File: config.mk
export PLATFORM = sky130hd
export DESIGN_NAME = wimpfi_crc8_engine
export DESIGN_NICKNAME = d
export VERILOG_FILES = /design/src/rtl/wimpfi_crc8_engine.sv
export SDC_FILE = /design/constraint.sdc
export NUM_CORES = 1
export LEC_CHECK = 0
export ABC_AREA = 1
export CAP_MARGIN = 0
export CORE_MARGIN = 2
export CORE_UTILIZATION = 42
export CTS_BUF_LIST = sky130_fd_sc_hd__clkbuf_2
export DETAILED_ROUTE_END_ITERATION = 16
export PLACE_DENSITY = 0.72
export SYNTH_ARGS = -nofsm -noshare
export SYNTH_HDL_FRONTEND = slang
export SYNTH_SLANG_ARGS = --single-unit
export TNS_END_PERCENT = 20
File: constraint.sdc
create_clock -name clk -period 1.45 [get_ports clk]
set_input_delay 0.29 -clock clk [delete_from_list [all_inputs] [get_ports clk]]
set_output_delay 0.29 -clock clk [all_outputs]
set_load 0.01 [all_outputs]
File: src/rtl/wimpfi_crc8_engine.sv
// rtl/wimpfi_crc8_engine.sv - WimpFi dual CRC-8 engine (bit-serial + table-driven byte); optional macro CRC_ZERO_FLAG_EN
module wimpfi_crc8_engine #(
    parameter logic [7:0] CRC_INIT  = 8'h00,
    parameter logic [7:0] POLY_REFL = 8'hE0
) (
    input  logic       clk,
    input  logic       rst,
    input  logic       bit_enb,
    input  logic       bit_d,
    input  logic       byte_enb,
    input  logic [7:0] byte_data,
    output logic [7:0] crc_bit,
    output logic [7:0] crc_byte
`ifdef CRC_ZERO_FLAG_EN
    ,
    output logic       crc_bit_ok,
    output logic       crc_byte_ok
`endif
);

    // Eight zero-input bit steps from each index; valid only for POLY_REFL = 8'hE0.
    localparam logic [7:0] CRC_TABLE [0:255] = '{
        8'h00, 8'h91, 8'hE3, 8'h72, 8'h07, 8'h96, 8'hE4, 8'h75, 8'h0E, 8'h9F, 8'hED, 8'h7C, 8'h09, 8'h98, 8'hEA, 8'h7B,
        8'h1C, 8'h8D, 8'hFF, 8'h6E, 8'h1B, 8'h8A, 8'hF8, 8'h69, 8'h12, 8'h83, 8'hF1, 8'h60, 8'h15, 8'h84, 8'hF6, 8'h67,
        8'h38, 8'hA9, 8'hDB, 8'h4A, 8'h3F, 8'hAE, 8'hDC, 8'h4D, 8'h36, 8'hA7, 8'hD5, 8'h44, 8'h31, 8'hA0, 8'hD2, 8'h43,
        8'h24, 8'hB5, 8'hC7, 8'h56, 8'h23, 8'hB2, 8'hC0, 8'h51, 8'h2A, 8'hBB, 8'hC9, 8'h58, 8'h2D, 8'hBC, 8'hCE, 8'h5F,
        8'h70, 8'hE1, 8'h93, 8'h02, 8'h77, 8'hE6, 8'h94, 8'h05, 8'h7E, 8'hEF, 8'h9D, 8'h0C, 8'h79, 8'hE8, 8'h9A, 8'h0B,
        8'h6C, 8'hFD, 8'h8F, 8'h1E, 8'h6B, 8'hFA, 8'h88, 8'h19, 8'h62, 8'hF3, 8'h81, 8'h10, 8'h65, 8'hF4, 8'h86, 8'h17,
        8'h48, 8'hD9, 8'hAB, 8'h3A, 8'h4F, 8'hDE, 8'hAC, 8'h3D, 8'h46, 8'hD7, 8'hA5, 8'h34, 8'h41, 8'hD0, 8'hA2, 8'h33,
        8'h54, 8'hC5, 8'hB7, 8'h26, 8'h53, 8'hC2, 8'hB0, 8'h21, 8'h5A, 8'hCB, 8'hB9, 8'h28, 8'h5D, 8'hCC, 8'hBE, 8'h2F,
        8'hE0, 8'h71, 8'h03, 8'h92, 8'hE7, 8'h76, 8'h04, 8'h95, 8'hEE, 8'h7F, 8'h0D, 8'h9C, 8'hE9, 8'h78, 8'h0A, 8'h9B,
        8'hFC, 8'h6D, 8'h1F, 8'h8E, 8'hFB, 8'h6A, 8'h18, 8'h89, 8'hF2, 8'h63, 8'h11, 8'h80, 8'hF5, 8'h64, 8'h16, 8'h87,
        8'hD8, 8'h49, 8'h3B, 8'hAA, 8'hDF, 8'h4E, 8'h3C, 8'hAD, 8'hD6, 8'h47, 8'h35, 8'hA4, 8'hD1, 8'h40, 8'h32, 8'hA3,
        8'hC4, 8'h55, 8'h27, 8'hB6, 8'hC3, 8'h52, 8'h20, 8'hB1, 8'hCA, 8'h5B, 8'h29, 8'hB8, 8'hCD, 8'h5C, 8'h2E, 8'hBF,
        8'h90, 8'h01, 8'h73, 8'hE2, 8'h97, 8'h06, 8'h74, 8'hE5, 8'h9E, 8'h0F, 8'h7D, 8'hEC, 8'h99, 8'h08, 8'h7A, 8'hEB,
        8'h8C, 8'h1D, 8'h6F, 8'hFE, 8'h8B, 8'h1A, 8'h68, 8'hF9, 8'h82, 8'h13, 8'h61, 8'hF0, 8'h85, 8'h14, 8'h66, 8'hF7,
        8'hA8, 8'h39, 8'h4B, 8'hDA, 8'hAF, 8'h3E, 8'h4C, 8'hDD, 8'hA6, 8'h37, 8'h45, 8'hD4, 8'hA1, 8'h30, 8'h42, 8'hD3,
        8'hB4, 8'h25, 8'h57, 8'hC6, 8'hB3, 8'h22, 8'h50, 8'hC1, 8'hBA, 8'h2B, 8'h59, 8'hC8, 8'hBD, 8'h2C, 8'h5E, 8'hCF
    };

    logic       fb;
    logic [7:0] bit_next;
    logic [7:0] byte_next;

    // Bit engine next value: shift right, fold in the reflected polynomial on feedback.
    always_comb begin
        fb       = bit_d ^ crc_bit[0];
        bit_next = crc_bit;
        if (bit_enb) begin
            bit_next = (crc_bit >> 1) ^ (fb ? POLY_REFL : 8'h00);
        end
    end

    // Byte engine next value: one table lookup per enabled byte; data is ignored when idle.
    always_comb begin
        byte_next = crc_byte;
        if (byte_enb) begin
            byte_next = CRC_TABLE[crc_byte ^ byte_data];
        end
    end

    // CRC registers; reset aborts any partial frame.
    always_ff @(posedge clk or negedge rst) begin
        if (!rst) begin
            crc_bit  <= CRC_INIT;
            crc_byte <= CRC_INIT;
        end else begin
            crc_bit  <= bit_next;
            crc_byte <= byte_next;
        end
    end

`ifdef CRC_ZERO_FLAG_EN
    // Zero-residue flags, updated on the same edge as their CRC register.
    always_ff @(posedge clk or negedge rst) begin
        if (!rst) begin
            crc_bit_ok  <= (CRC_INIT == 8'h00);
            crc_byte_ok <= (CRC_INIT == 8'h00);
        end else begin
            crc_bit_ok  <= (bit_next == 8'h00);
            crc_byte_ok <= (byte_next == 8'h00);
        end
    end
`endif

endmodule

==> metrics.csv, run 1 <==
metric,value,unit
outcome,finished clean,
finalCritPeriodShare,89.0,%
place_inst,208,
clkTransAtPathRegs,0.16,ns
synth_cells,148,
nNetsFinal,210,
place.gp.congestion,0.820,
antennaDiodeCount,0,
p_sw,1.21,mW
worstMarginPinSlew,0.307,ns
p_leak,0.819,nW
cpPeakStageDelay,0.42,ns
antenna_found_initial,0,
hp-class,in -> async,
start_kind,flop,
power_frac_comb,65.2,%
synth_area_leader_cell,dfrtp_1,
final_cells,224,
slew_headroom,79.4,%
grt_overflow,0,
cts_tree,done,
critPathSlowestCell,dfrtp_1,
crit_type,reg -> out,
layout_setup_ws,0.160,ns
initial_utilization,44.8,%
grt_max_degree,17,
yosys-top-cells-count,"74 x nand2_1, 18 x nand3_1, 16 x dfrtp_1",
grt_use_met3,4.24,%
port_buffers,28,
postRouteAntennaNets,0,
grt.busiest_layer,met2,
ys.flop_type,dfrtp_1,
maxCapViolations,0,
synth.area.top_cells,"dfrtp_1 40%, nand2_1 27%, nand3_1 8.9%",
swShare,44.8,%
via_per_inst,4.89,
grt_use_met1,22.7,%
grt_pass1_vias,1073,
dr.pass1.iters,4,
dr.first_iter.drc_count,27,
grt_first_pass_wirelength,4440,um
cts.path.max_buffers,2,
synth_top_area_share,39.6,%
dp_hpwl,1770,um
routed_wl,2470,um
crit_chain,dlygate4sd2_1,
area_growth,43.3,%
grt_use_met2,41.7,%
skew,0.0121,ns
synth.avg_cell_area,6.83,um2
num_vias,1096,
syn-cell-area,1010,um2
path_buf_inv,1,
drc,0,
dieHeight,53.1,um
hold_buffers,0,
yosysMostFrequentCell,nand2_1,
yosysUniqueCellTypes,14,
syn-num-nets,161,
setup-violations-final,0,
dieArea,2820,um2
rsz0062_at_grt,no,
numCtsBuffers,3,
pwr-share-seq,27.3,%
power_density,1860,nW/um2
maxSlewViolCount,0,
endpoint_kind,primary output,
cp-startpoint,crc_byte[0],
reg2reg_from,crc_byte[3],
synth-seq-cells,16,
holdWs,0.300,ns
fp.dieW,53.1,um
seq_area_frac_synth,39.6,%
ioPinCount,29,
drive_gt1_share,15.3,%
p_clk_share,7.5,%
cts-htree-levels,1,
fp-row-count,17,
synth_edf_count,0,
grt_usage,21.3,%
core_area,2250,um2
required,1.16,ns
cts.sinks,16,
synthArstFlopShare,100,%
finalCriticalPeriod,1.29,ns
clk_latency,0.29,ns
critPathTopFamily,flip-flops,
hold_viol,0,
pre_cts_slack,-0.0815,ns
peakVddDrop,1.04,mV
ys_warn_count,0,
cts-root-buf,clkbuf_2,
cp_max_fo,2,
post_drt_wl_per_cell,11.0,um
p_int,1.49,mW
timing.fmax,775,MHz
cp.arrival,1.00,ns
-- placed cells by master (no fill, tap or decap) --
master / netlist / final
clkdlybuf4s50_1: 0 / 12
nand2_4: 1 / 1
xor2_1: 4 / 4
nand2_2: 5 / 5
nand3_2: 1 / 1
buf_4: 1 / 18
xnor2_2: 1 / 1
clkbuf_2: 0 / 3
clkinv_1: 0 / 1
xnor2_1: 4 / 4
inv_1: 13 / 13
nand2_1: 74 / 74
dfrtp_1: 16 / 16
o21ai_0: 8 / 8
nand3_1: 18 / 18
inv_2: 1 / 1
dlygate4sd2_1: 0 / 16
-- through the flow --
step | total power, mW | setup TNS [ns] | instance area [um2] | util (%)
final | 2.70 | 0 | 1450 | 64.3
after global routing | 2.96 | 0 | 1450 | 64.3
after CTS | 2.69 | 0 | 1450 | 64.3
after detailed placement | 2.42 | -0.414 | 1360 | 60.3
after global placement | 2.37 | -0.148 | 1360 | 60.3
after floorplan | 1.75 | 0 | 1010 | -
-- layout make-up --
class	instances	area (um2)
sequential	16	400
clock buffer	3	15.0
multi-input combinational	116	547
clock inverter	1	3.75
tap	28	35.0
fill	216	806
inverter	14	52.6
timing repair buffer	46	395
-- path summary, 6_finish.rpt --
check / end / slack (ns) / cells after the start
max: crc_byte[0] / 0.16 / 1
min: crc_byte[5] / 0.30 / 2
max reg2reg: crc_byte[3] / 0.18 / 7
min reg2reg: crc_bit[4] / 0.53 / 2
max in group asynchronous: crc_bit[5] / 0.96 / 2
min in group clk: crc_bit[4] / 0.53 / 2
-- cells by family after synthesis --
group,share of synthesized area (%)
compound gates,3.96
flops,39.6
buf+inv,6.31
simple gates,41.6
xor+xnor,8.54
-- state kept, by name, indices dropped and copies added, names as in the netlist --
register  cells
crc_bit       8
crc_byte      8
-- power by group through the flow --
stage	logic (mW)	clock network, mW	registers, mW
after floorplan	0.859	0	0.896
after global routing	1.97	0.229	0.762
after global placement	1.55	0	0.817
after detailed placement	1.59	0	0.829
final	1.76	0.202	0.735
after CTS	1.75	0.210	0.735
-- routing by layer --
metal / wire, um / vias up / part of all wire [%]
met4: 0 / 0 / 0
met5: 0 / - / 0
met3: 95 / 0 / 3.8
met2: 1300 / 21 / 52
met1: 1080 / 518 / 44
li1: - / 557 / -
-- timing repair --
action	4_1_cts	5_1_grt
endpoints found under the setup margin	16	0
gates resized for setup	16	0
buffers inserted	12	0
(Power assumes the default switching activity.)
==> run 2: changes to the inputs <==
==> constraint.sdc (replaced) <==
create_clock -name clk -period 1.45 [get_ports clk]
set_input_delay 0.29 -clock clk [delete_from_list [all_inputs] [get_ports clk]]
set_output_delay 0.29 -clock clk [all_outputs]
set_load 0.1 [all_outputs]
==> metrics.csv, run 2 (synthesis gave the netlist of run 1 again) <==
metric,value,unit,change
cts-root-buf,clkbuf_2,,unchanged
outcome,finished clean,,unchanged
dieArea,2820,um2,unchanged
worstMarginPinSlew,0.310,ns,was 0.307 ns
place.gp.congestion,0.853,,was 0.820
grt_overflow,0,,unchanged
critPathTopFamily,flip-flops,,unchanged
cts-htree-levels,1,,unchanged
clk_latency,0.30,ns,was 0.29 ns
crit_chain,buf_12,,was dlygate4sd2_1
skew,0.0183,ns,was 0.0121 ns
cts_tree,done,,unchanged
cpPeakStageDelay,0.49,ns,was 0.42 ns
crit_type,reg -> out,,unchanged
hp-class,in -> async,,unchanged
port_buffers,28,,unchanged
antenna_found_initial,0,,unchanged
place_inst,208,,unchanged
cts.sinks,16,,unchanged
critPathSlowestCell,dfrtp_2,,was dfrtp_1
setup-violations-final,0,,unchanged
start_kind,flop,,unchanged
dr.pass1.iters,4,,unchanged
num_vias,1005,,was 1096
fp.dieW,53.1,um,unchanged
routed_wl,2280,um,was 2470 um
finalCriticalPeriod,1.26,ns,was 1.29 ns
fp-row-count,17,,unchanged
slew_headroom,79.2,%,was 79.4%
rsz0062_at_grt,no,,unchanged
area_growth,53.2,%,was 43.3%
post_cts_resize_count,0,,was 16
hold_buffers,0,,unchanged
cp.arrival,0.97,ns,was 1.00 ns
cts.path.max_buffers,2,,unchanged
numCtsBuffers,3,,unchanged
grt_pass1_vias,977,,was 1073
layout_setup_ws,0.192,ns,was 0.160 ns
cp_max_fo,4,,was 2
antennaDiodeCount,0,,unchanged
grt_first_pass_wirelength,3870,um,was 4440 um
pre_cts_slack,-0.0783,ns,was -0.0815 ns
postRouteAntennaNets,0,,unchanged
maxSlewViolCount,0,,unchanged
finalCritPeriodShare,86.7,%,was 89.0%
dieHeight,53.1,um,unchanged
post-cts-setup-buffer-count,0,,was 12
required,1.16,ns,about the same
drive_gt1_share,22.8,%,was 15.3%
final_cell_mix,"74 x nand2_1, 18 x nand3_1, 16 x buf_12",,"was 74 x nand2_1, 18 x nand3_1, 18 x buf_4"
dp_hpwl,1790,um,was 1770 um
dr.first_iter.drc_count,21,,was 27
ioPinCount,29,,unchanged
drc,0,,unchanged
grt_max_degree,17,,unchanged
grt_usage,19.1,%,was 21.3%
maxCapViolations,0,,unchanged
endpoint_kind,primary output,,unchanged
initial_utilization,44.8,%,unchanged
path_buf_inv,1,,unchanged
post_drt_wl_per_cell,10.7,um,was 11.0 um
final_cells,212,,was 224
mostFrequentLayoutCell,nand2_1,,unchanged
timing.fmax,795,MHz,was 775 MHz
holdWs,0.280,ns,was 0.300 ns
via_per_inst,4.74,,was 4.89
hold_viol,0,,unchanged
core_area,2250,um2,unchanged
top_regs,"crc_bit: 8 flops, crc_byte: 8 flops",,unchanged
clkTransAtPathRegs,0.16,ns,about the same
nNetsFinal,198,,was 210
[run 2: final timing paths]
| kind | from | end | slack, ns | depth (start not counted) |
|---|---|---|---|---|
| setup / recovery | crc_byte[0] | crc_byte[0] | 0.19 | 1 |
| hold / removal | rst | crc_byte[5] | 0.28 | 2 |
| setup reg to reg | crc_byte[3] | crc_byte[2] | 0.21 | 6 |
| hold reg to reg | crc_bit[5] | crc_bit[4] | 0.58 | 2 |
| max in group asynchronous | rst | crc_byte[1] | 0.95 | 2 |
| min in group clk | crc_bit[5] | crc_bit[4] | 0.58 | 2 |
[run 2: through the flow]
| step | TNS, ns | cell area (um2) | utilization (%) |
|---|---|---|---|
| after floorplan | -0.655 | 1020 | - |
| after global placement | -0.160 | 1530 | 67.8 |
| after detailed placement | -0.365 | 1530 | 67.8 |
| after CTS | 0 | 1550 | 68.7 |
| after global routing | 0 | 1550 | 68.7 |
| final | 0 | 1550 | 68.7 |
[run 2: layer usage]
layer / wire [um] / vias up / global-route usage (%)
met5: 0 / - / 0
met3: 130 / 4 / 5.08
met4: 44 / 0 / 8.97
li1: - / 530 / -
met2: 1120 / 22 / 34.2
met1: 980 / 449 / 20.7
[run 2: cell type report]
type | instances | area [um2]
multi-input cells | 116 | 547
repair buffers | 34 | 485
well taps | 28 | 35.0
inverters | 14 | 52.6
fillers | 211 | 706
flip-flops and latches | 16 | 409
clock buffers | 4 | 20.0
Power of run 2 is left out: the tool's default activity adds up to more than one toggle a clock period on the data nets, which glitch-free logic cannot reach.
==> run 3: changes to the inputs <==
Clock period 1.45 ns to 1.2 ns, I/O delays scaled along.
==> metrics.csv, run 3 (synthesis gave the netlist of run 1 again) <==
metric,value,unit,change
postRouteAntennaNets,0,,unchanged
cts-root-buf,clkbuf_2,,unchanged
dieArea,2820,um2,unchanged
cpPeakStageDelay,0.52,ns,was 0.49 ns
grt_usage,23.3,%,was 19.1%
worstMarginPinSlew,0.291,ns,was 0.310 ns
maxSlewViolCount,0,,unchanged
cp.arrival,1.10,ns,was 0.97 ns
drive_gt1_share,41.6,%,was 22.8%
dp_hpwl,2150,um,was 1790 um
skew,0.00501,ns,was 0.0183 ns
hp-class,in -> async,,unchanged
cts.sinks,16,,unchanged
place.gp.congestion,0.839,,was 0.853
cts_tree,done,,unchanged
fin_setup_tns,-1.08,ns,was 0 ns
clkTransAtPathRegs,0.16,ns,about the same
dieHeight,53.1,um,unchanged
port_buffers,28,,unchanged
dr.first_iter.drc_count,16,,was 21
antenna_found_initial,0,,unchanged
placed_cell_area,1640,um2,was 1530 um2
antennaDiodeCount,0,,unchanged
nNetsFinal,204,,was 198
core_area,2250,um2,unchanged
final_cell_mix,"64 x nand2_1, 16 x buf_12, 12 x nand3_1, 12 x clkdlybuf4s50_1, 11 x nand2_2",,"was 74 x nand2_1, 18 x nand3_1, 16 x buf_12"
hold_viol,0,,unchanged
grt_max_degree,17,,unchanged
drc,0,,unchanged
fin_area,1770,um2,was 1550 um2
finalCriticalPeriod,1.34,ns,
initial_utilization,44.8,%,unchanged
cts.path.max_buffers,2,,unchanged
area_growth,75.5,%,was 53.2%
crit_type,reg -> out,,unchanged
post_drt_wl_per_cell,13.7,um,was 10.7 um
cts-htree-levels,1,,unchanged
maxCapViolations,0,,unchanged
hold_buffers,0,,unchanged
fill_cells,163,,was 211
ioPinCount,29,,unchanged
mostFrequentLayoutCell,nand2_1,,unchanged
seq_area,433,um2,was 409 um2
violations,setup timing,,
top_regs,"crc_bit: 8 flops, crc_byte: 8 flops",,unchanged
timing.fmax,745,MHz,
grt_first_pass_wirelength,4780,um,was 3870 um
clk_latency,0.29,ns,was 0.30 ns
finalCritPeriodShare,112,%,
numCtsBuffers,3,,unchanged
critPathSlowestCell,dfrtp_4,,was dfrtp_2
cp_max_fo,2,,was 4
grt_overflow,0,,unchanged
fp.dieW,53.1,um,unchanged
num_vias,1147,,was 1005
grt_pass1_vias,1141,,was 977
via_per_inst,5.26,,was 4.74
routed_wl,3000,um,was 2280 um
rsz0062_at_grt,yes,,was no
layout_setup_ws,-0.142,ns,was 0.192 ns
endpoint_kind,primary output,,unchanged
required,0.96,ns,was 1.16 ns
r2r_slack,-0.13,ns,was 0.21 ns
crit_chain,buf_6 -> buf_12,,was buf_12
fp-row-count,17,,unchanged
outcome,"finished, violations left",,was finished clean
setup-violations-final,16,,was 0
multi_input_area,689,um2,was 547 um2
slew_headroom,80.5,%,was 79.2%
dr.pass1.iters,5,,was 4
start_kind,flop,,unchanged
==> run 3: cell types whose count changed in the layout (fill, tap and decap cells not counted), moves of 5 or more <==
cell     previous run  this run
dfrtp_1             9         4
dfrtp_4             0         7
nand2_1            74        64
nand2_2             5        11
nand3_1            18        12
nand3_2             1         7
==> run 3: worst paths after layout <==
kind | start | endpoint | cells past startpoint
max | crc_byte[3] | crc_byte[3] | 2
min | rst | crc_byte[2] | 2
max reg2reg | crc_byte[3] | crc_byte[1] | 8
min reg2reg | crc_bit[6] | crc_bit[6] | 2
max in group asynchronous | rst | crc_byte[5] | 2
min in group clk | crc_bit[6] | crc_bit[6] | 2
==> run 3: area by class of cell <==
| type | instances | area share (%) |
|---|---|---|
| Multi-Input combinational cell | 116 | 38.9 |
| Clock buffer | 4 | 1.13 |
| Sequential cell | 16 | 24.4 |
| Inverter | 14 | 3.10 |
| Tap cell | 28 | 1.97 |
| Timing Repair Buffer | 40 | 30.5 |
==> run 3: metal layers <==
metal	track usage [%]	routed length [um]	up-vias
li1	-	-	539
met1	23.7	1070	533
met5	0	0	-
met4	8.12	68	0
met2	44.4	1610	64
met3	6.78	246	11
==> run 3: stage by stage <==
step	instances	setup WS, ns	hold WS [ns]	util, %
floorplan	148	-0.0761	-0.0556	-
global placement	211	-0.276	0.533	72.6
detailed placement	211	-0.322	0.548	72.6
CTS	217	-0.144	0.230	75.3
global route	218	-0.184	0.219	78.7
finish	218	-0.142	0.235	78.7
==> run 3: critical path: cells and delay by family, from the launching register on <==
kind	cells	cell delay, ns
flip-flops	1	0.52
buffers and inverters	2	0.28
==> run 3: timing repair <==
action	in CTS	in global routing
gates resized for setup	7	16
endpoints found under the setup margin	21	25
setup buffers	2	1
pin swaps	1	7
Power of run 3 is left out for the same reason.
==> patch 1 (config.mk and constraints of run 1) <==
The option `CRC_ZERO_FLAG_EN` is turned on by a define.
--- a/src/rtl/wimpfi_crc8_engine.sv
+++ b/src/rtl/wimpfi_crc8_engine.sv
@@ -1,2 +1,4 @@
 // rtl/wimpfi_crc8_engine.sv - WimpFi dual CRC-8 engine (bit-serial + table-driven byte); optional macro CRC_ZERO_FLAG_EN
+`define CRC_ZERO_FLAG_EN
+
 module wimpfi_crc8_engine #(
Formal check against the unedited RTL (old outputs only; new: crc_bit_ok and crc_byte_ok): equivalent (Yosys induction, for registers that start in step).
==> patch 1 against run 1 <==
- worst setup slack got worse by 0.11 ns
- hold slack gained 0.0077 ns
- wire length rose by 13%
- final cell count is 11% higher
- power is 14% higher
- highest routed layer is now met4
- cell area up 17%
- sequential share of layout area is 0.88 points lower
- count of clock-buffer cells in the layout increased by 1
- sequential cell count rose by 2
- critical path depth increased by 10
- area after synthesis is 15% higher
- combinational power rose by 13%
- synthesized cell count up 15%
==> patch 1: results (changes against run 1) <==
Pleak - 0.000965 uW (+18%)
Synth cell types - 21 (+7)
Synth cell count leaders - nand2_1 (80), dfrtp_1 (16), nand3_1 (16)
Post-synth ARST share - 100% (unchanged)
Nets@finish - 232 (+10%)
Syn Nets - 183 (+14%)
Post-synthesis cell count - 170 (+15%)
First-pass GRT wire length - 4700 um (+5.9%)
CTS buffer count - 3 (unchanged)
Top post-synthesis cells by area - dfrtp_1 (34%), nand2_1 (26%), nand3_1 (6.9%)
Final HPWL DP - 2150 um (+22%)
RR Endpoint - crc_byte_ok$_DFF_PN1_
Layout cells sized above 1 - 32.1% (+17 points)
Reg2reg path depth - 11 (+4)
Sw Share - 46.7% (+1.9 points)
First-pass DRT Iterations - 4 (unchanged)
Share of the yosys chip area belonging to registers - 38.8% (-0.80 points)
FF-to-FF Start - crc_byte[1]$_DFF_PN0_
GP Congestion - 0.817 (-0.34%)
Critical path peak fanout - 3 (+1)
Clock H-tree levels - 1 (unchanged)
Initial antenna violation count - 0 (unchanged)
Outcome - complete, no violations
Buffers added on ports - 30 (+7.1%)
Worst-Margin Slew - 0.336 ns (+0.0293 ns)
Seq. pwr - 859 uW (+17%)
GR Layer Usage met3 - 2.30% (-1.9 points)
Clock transition at path regs - 0.16 ns (about the same)
DRT Wirelength - 2800 um (+13%)
Antenna Diode Count - 0 (unchanged)
Biggest regs - crc_bit (8), crc_byte (8)
Gr busiest metal - met2
Vias in the first global route - 1227 (+14%)
Placed cell count - 241 (+16%)
Filler instances - 255 (+18%)
FF-to-FF setup slack - 0.06 ns (-0.12 ns)
IR drop worst, VDD - 976 uV (-6.4%)
Initial DRC count - 45 (+67%)
Met2 usage - 35.2% (-6.5 points)
Pre-CTS setup slack - -0.371 ns (-0.290 ns)
Clock buffer depth - 2 (unchanged)
Clk_skew - 0.00672 ns (-0.00542 ns)
GR Layer Usage met1 - 20.4% (-2.4 points)
Arrival @ worst endpoint - 1.62 ns (+0.62 ns)
CTS root buf - clkbuf_2
Tot GR Track Use - 18.3% (-3.0 points)
Via-per-instance ratio - 4.89 (-0.11%)
Pin count of the biggest net entering global routing - 19 (+2)
Clk network pwr share - 6.8% (-0.7 points)
Hold WC Path Type - in2async
DR WL/cell - 11.3 um (+2.0%)
Worst skew pair latency - 0.28 ns
## patch 1: changes by cell type after synthesis, moves of 3 or more
| cell | run 1 | this run |
|---|---|---|
| inv_2 | 1 | 7 |
| nand2_1 | 74 | 80 |
| nand2_2 | 5 | 10 |
| nor2_1 | 0 | 3 |
| o21ai_0 | 8 | 5 |
| xnor2_1 | 4 | 0 |
| xor2_1 | 4 | 1 |
## patch 1: worst max-delay path by stage
stage / from / depth (start not counted) / slack (ns) / to
6_report: byte_data[3] / 11 / 0.05 / crc_byte_ok$_DFF_PN1_
5_1_grt: crc_byte[6]$_DFF_PN0_ / 12 / -0.08 / crc_byte_ok$_DFF_PN1_
4_1_cts: crc_byte[6]$_DFF_PN0_ / 12 / 0.01 / crc_byte_ok$_DFF_PN1_
3_5_place_dp: bit_enb / 7 / -0.37 / crc_bit_ok$_DFF_PN1_
3_3_place_gp: bit_enb / 7 / -0.25 / crc_bit_ok$_DFF_PN1_
2_1_floorplan: crc_byte[1]$_DFF_PN0_ / 11 / 0.23 / crc_byte_ok$_DFF_PN1_
## patch 1: cell type report
class                           count  share of cell area (%)
Clock buffer                        4                    1.18
Inverter                           22                    5.17
Multi-Input combinational cell    128                    40.6
Sequential cell                    18                    26.8
Tap cell                           31                    2.29
Timing Repair Buffer               46                    24.0
## patch 1: cell families (layout without fill, tap and decap cells)
| kind of cell | count (synthesis) | count (layout) | synth area share, % |
|---|---|---|---|
| simple gates | 118 | 118 | 45.6 |
| buf+inv | 24 | 72 | 9.11 |
| flops | 18 | 18 | 38.8 |
| compound gates | 7 | 7 | 3.00 |
| xor+xnor | 3 | 3 | 3.54 |
## patch 1: layer usage
| layer | wire length (um) | share of wire (%) | up-vias |
|---|---|---|---|
| li1 | - | - | 615 |
| met1 | 1180 | 42 | 576 |
| met2 | 1530 | 55 | 24 |
| met3 | 81 | 2.9 | 2 |
| met4 | 12 | 0.43 | 0 |
| met5 | 0 | 0 | - |
## patch 1: through the flow
stage	cell area [sq um]	total power [uW]	hold slack (ns)
floorplan	1170	1920	-0.00559
CTS	1580	2810	0.298
finish	1690	3060	0.308
global route	1690	3370	0.292
global placement	1580	2640	0.530
detailed placement	1580	2690	0.525
## patch 1: critical path, stage by stage
cell,delay (ns)
clkdlybuf4s50_1,0.50
inv_1,0.06
nand2_1,0.05
nand2_1,0.08
nand2_1,0.11
nand3_1,0.09
nand3_1,0.11
o21ai_2,0.08
nor2_1,0.09
nand2_1,0.06
nor2_1,0.09
## patch 1: repair_timing
action                     4_1_cts  5_1_grt
resized for setup               19       30
pin swaps                        0       20
hold buffers                     0        0
setup endpoints to repair       19        3
buffers inserted                 1        3
==> patch 2 (config.mk and constraints of run 1) <==
Made on the original files. Add an input register stage for `bit_enb`, `bit_d`, `byte_enb` and `byte_data`, with the module's reset; this delays them by one clock.
--- a/src/rtl/wimpfi_crc8_engine.sv
+++ b/src/rtl/wimpfi_crc8_engine.sv
@@ -40,2 +40,21 @@
 
+    logic bit_enb_q;
+    logic bit_d_q;
+    logic byte_enb_q;
+    logic [7:0] byte_data_q;
+
+    always_ff @(posedge clk or negedge rst) begin
+        if (!rst) begin
+            bit_enb_q   <= '0;
+            bit_d_q     <= '0;
+            byte_enb_q  <= '0;
+            byte_data_q <= '0;
+        end else begin
+            bit_enb_q   <= bit_enb;
+            bit_d_q     <= bit_d;
+            byte_enb_q  <= byte_enb;
+            byte_data_q <= byte_data;
+        end
+    end
+
     logic       fb;
@@ -46,5 +65,5 @@
     always_comb begin
-        fb       = bit_d ^ crc_bit[0];
+        fb       = bit_d_q ^ crc_bit[0];
         bit_next = crc_bit;
-        if (bit_enb) begin
+        if (bit_enb_q) begin
             bit_next = (crc_bit >> 1) ^ (fb ? POLY_REFL : 8'h00);
@@ -56,4 +75,4 @@
         byte_next = crc_byte;
-        if (byte_enb) begin
-            byte_next = CRC_TABLE[crc_byte ^ byte_data];
+        if (byte_enb_q) begin
+            byte_next = CRC_TABLE[crc_byte ^ byte_data_q];
         end
Check against the original RTL: not equivalent (a bounded check fails within 4 cycles, from zero or initial values and one cycle with rst low).
==> patch 2 against run 1 <==
- worst setup slack lost 0.086 ns
- sequential power grew 43%
- area after synthesis grew 32%
- die area grew 30%
- wire length grew 12%
- synthesized cell count grew 26%
- clock power grew 39%
- sequential cell count grew 11
- sequential share of layout area grew 11 points
- cell area grew 21%
- power grew 7.6%
- critical path type unchanged
- highest routed layer is now met4
==> patch 2: results (changes against run 1) <==
Outcome - complete, no violations
Post-synth ARST share - 100% (unchanged)
IR drop worst, VDD - 837 uV (-20%)
GP Congestion - 0.822 (+0.23%)
Tot GR Track Use - 17.3% (-4.0 points)
WHS - 0.262 ns (-0.0382 ns)
DR WL met2 - 1350 um (+3.9%)
Biggest regs - byte_data_q (8), crc_bit (8), crc_byte (8)
FF-to-FF Start - crc_byte[3]$_DFFE_PN0P_
Wl on met1 - 1270 um (+18%)
Layout cells sized above 1 - 11.4% (-4.0 points)
Syn Nets - 199 (+24%)
Pin count of the biggest net entering global routing - 28 (+11)
Utilization after layout - 57.5% (-6.8 points)
Pleak - 0.000997 uW (+22%)
Share of the yosys chip area belonging to registers - 50.5% (+11 points)
Fmax achieved - 727 MHz (-6.3%)
Clk_skew - 0.0126 ns (+0.000406 ns)
First-pass GRT wire length - 4750 um (+7.0%)
XOR/XNOR share of the synthesized area - 1.31% (-7.2 points)
Critical Path Sink - crc_bit[0]
Met3 routed WL - 109 um (+15%)
Compound-Gate Fraction of Synth Area - 2.25% (-1.7 points)
Placed inst area - 1670 sq um (+23%)
DRT Wirelength - 2760 um (+12%)
Cell Pwr Density - 1650 nW/um^2 (-11%)
GR Layer Usage met3 - 2.77% (-1.5 points)
Post-CTS setup buffer count - 11 (-1)
Met2 usage - 31.1% (-11 points)
Post-synthesis mux area share - 0% (unchanged)
Vias in the first global route - 1184 (+10%)
Top Layer Used - met4
Critical path peak fanout - 3 (+1)
Vias - 1248 (+14%)
Post-synthesis cell count - 186 (+26%)
Initial DRC count - 36 (+33%)
GR Layer Usage met1 - 20.1% (-2.6 points)
Nets@finish - 243 (+16%)
Reg2reg path depth - 9 (+2)
Seq. pwr - 1050 uW (+43%)
Worst-Margin Slew - 0.337 ns (+0.0302 ns)
Largest stage delay, worst path - 0.45 ns (+0.03 ns)
Clock transition at path regs - 0.25 ns (+0.09 ns)
Worst skew pair latency - 0.35 ns (+0.06 ns)
Via-per-instance ratio - 4.57 (-6.6%)
Arrival @ worst endpoint - 1.09 ns (+0.09 ns)
Pre-CTS setup slack - 0.208 ns (+0.290 ns)
Combinational cell fraction of total power - 54.1% (-11 points)
Final HPWL DP - 1980 um (+12%)
Filler instances - 308 (+43%)
Placed cell count - 258 (+24%)
Critical Path Source - crc_bit[0]$_DFFE_PN0P_
Synth cell count leaders - nand2_1 (103), dfrtp_1 (27), inv_1 (21)
-- patch 2: changes by cell type after synthesis, moves of 2 or more --
| cell | delta |
|---|---|
| nand2_1 | +29 |
| xor2_1 | -3 |
| inv_2 | +2 |
| xnor2_1 | -3 |
| o21ai_0 | -3 |
| nand2_2 | +2 |
| nand3_1 | -2 |
| dfrtp_1 | +11 |
| inv_1 | +8 |
-- patch 2: final cells by class --
type | count | area share, %
clock inverters | 1 | 0.285
well taps | 44 | 3.14
inverters | 24 | 5.14
flip-flops and latches | 27 | 38.5
multi-input cells | 134 | 31.8
repair buffers | 40 | 20.3
clock buffers | 3 | 0.856
-- patch 2: worst reg2reg max path, stage by stage, from the launching register on --
cell and delay [ns]:
dfrtp_1 0.43, buf_4 0.14, inv_1 0.04, nand2_1 0.04, nand2_1 0.11, inv_1 0.09
nand2_1 0.08, nand3_1 0.07, nand3_1 0.08, nand2_1 0.06
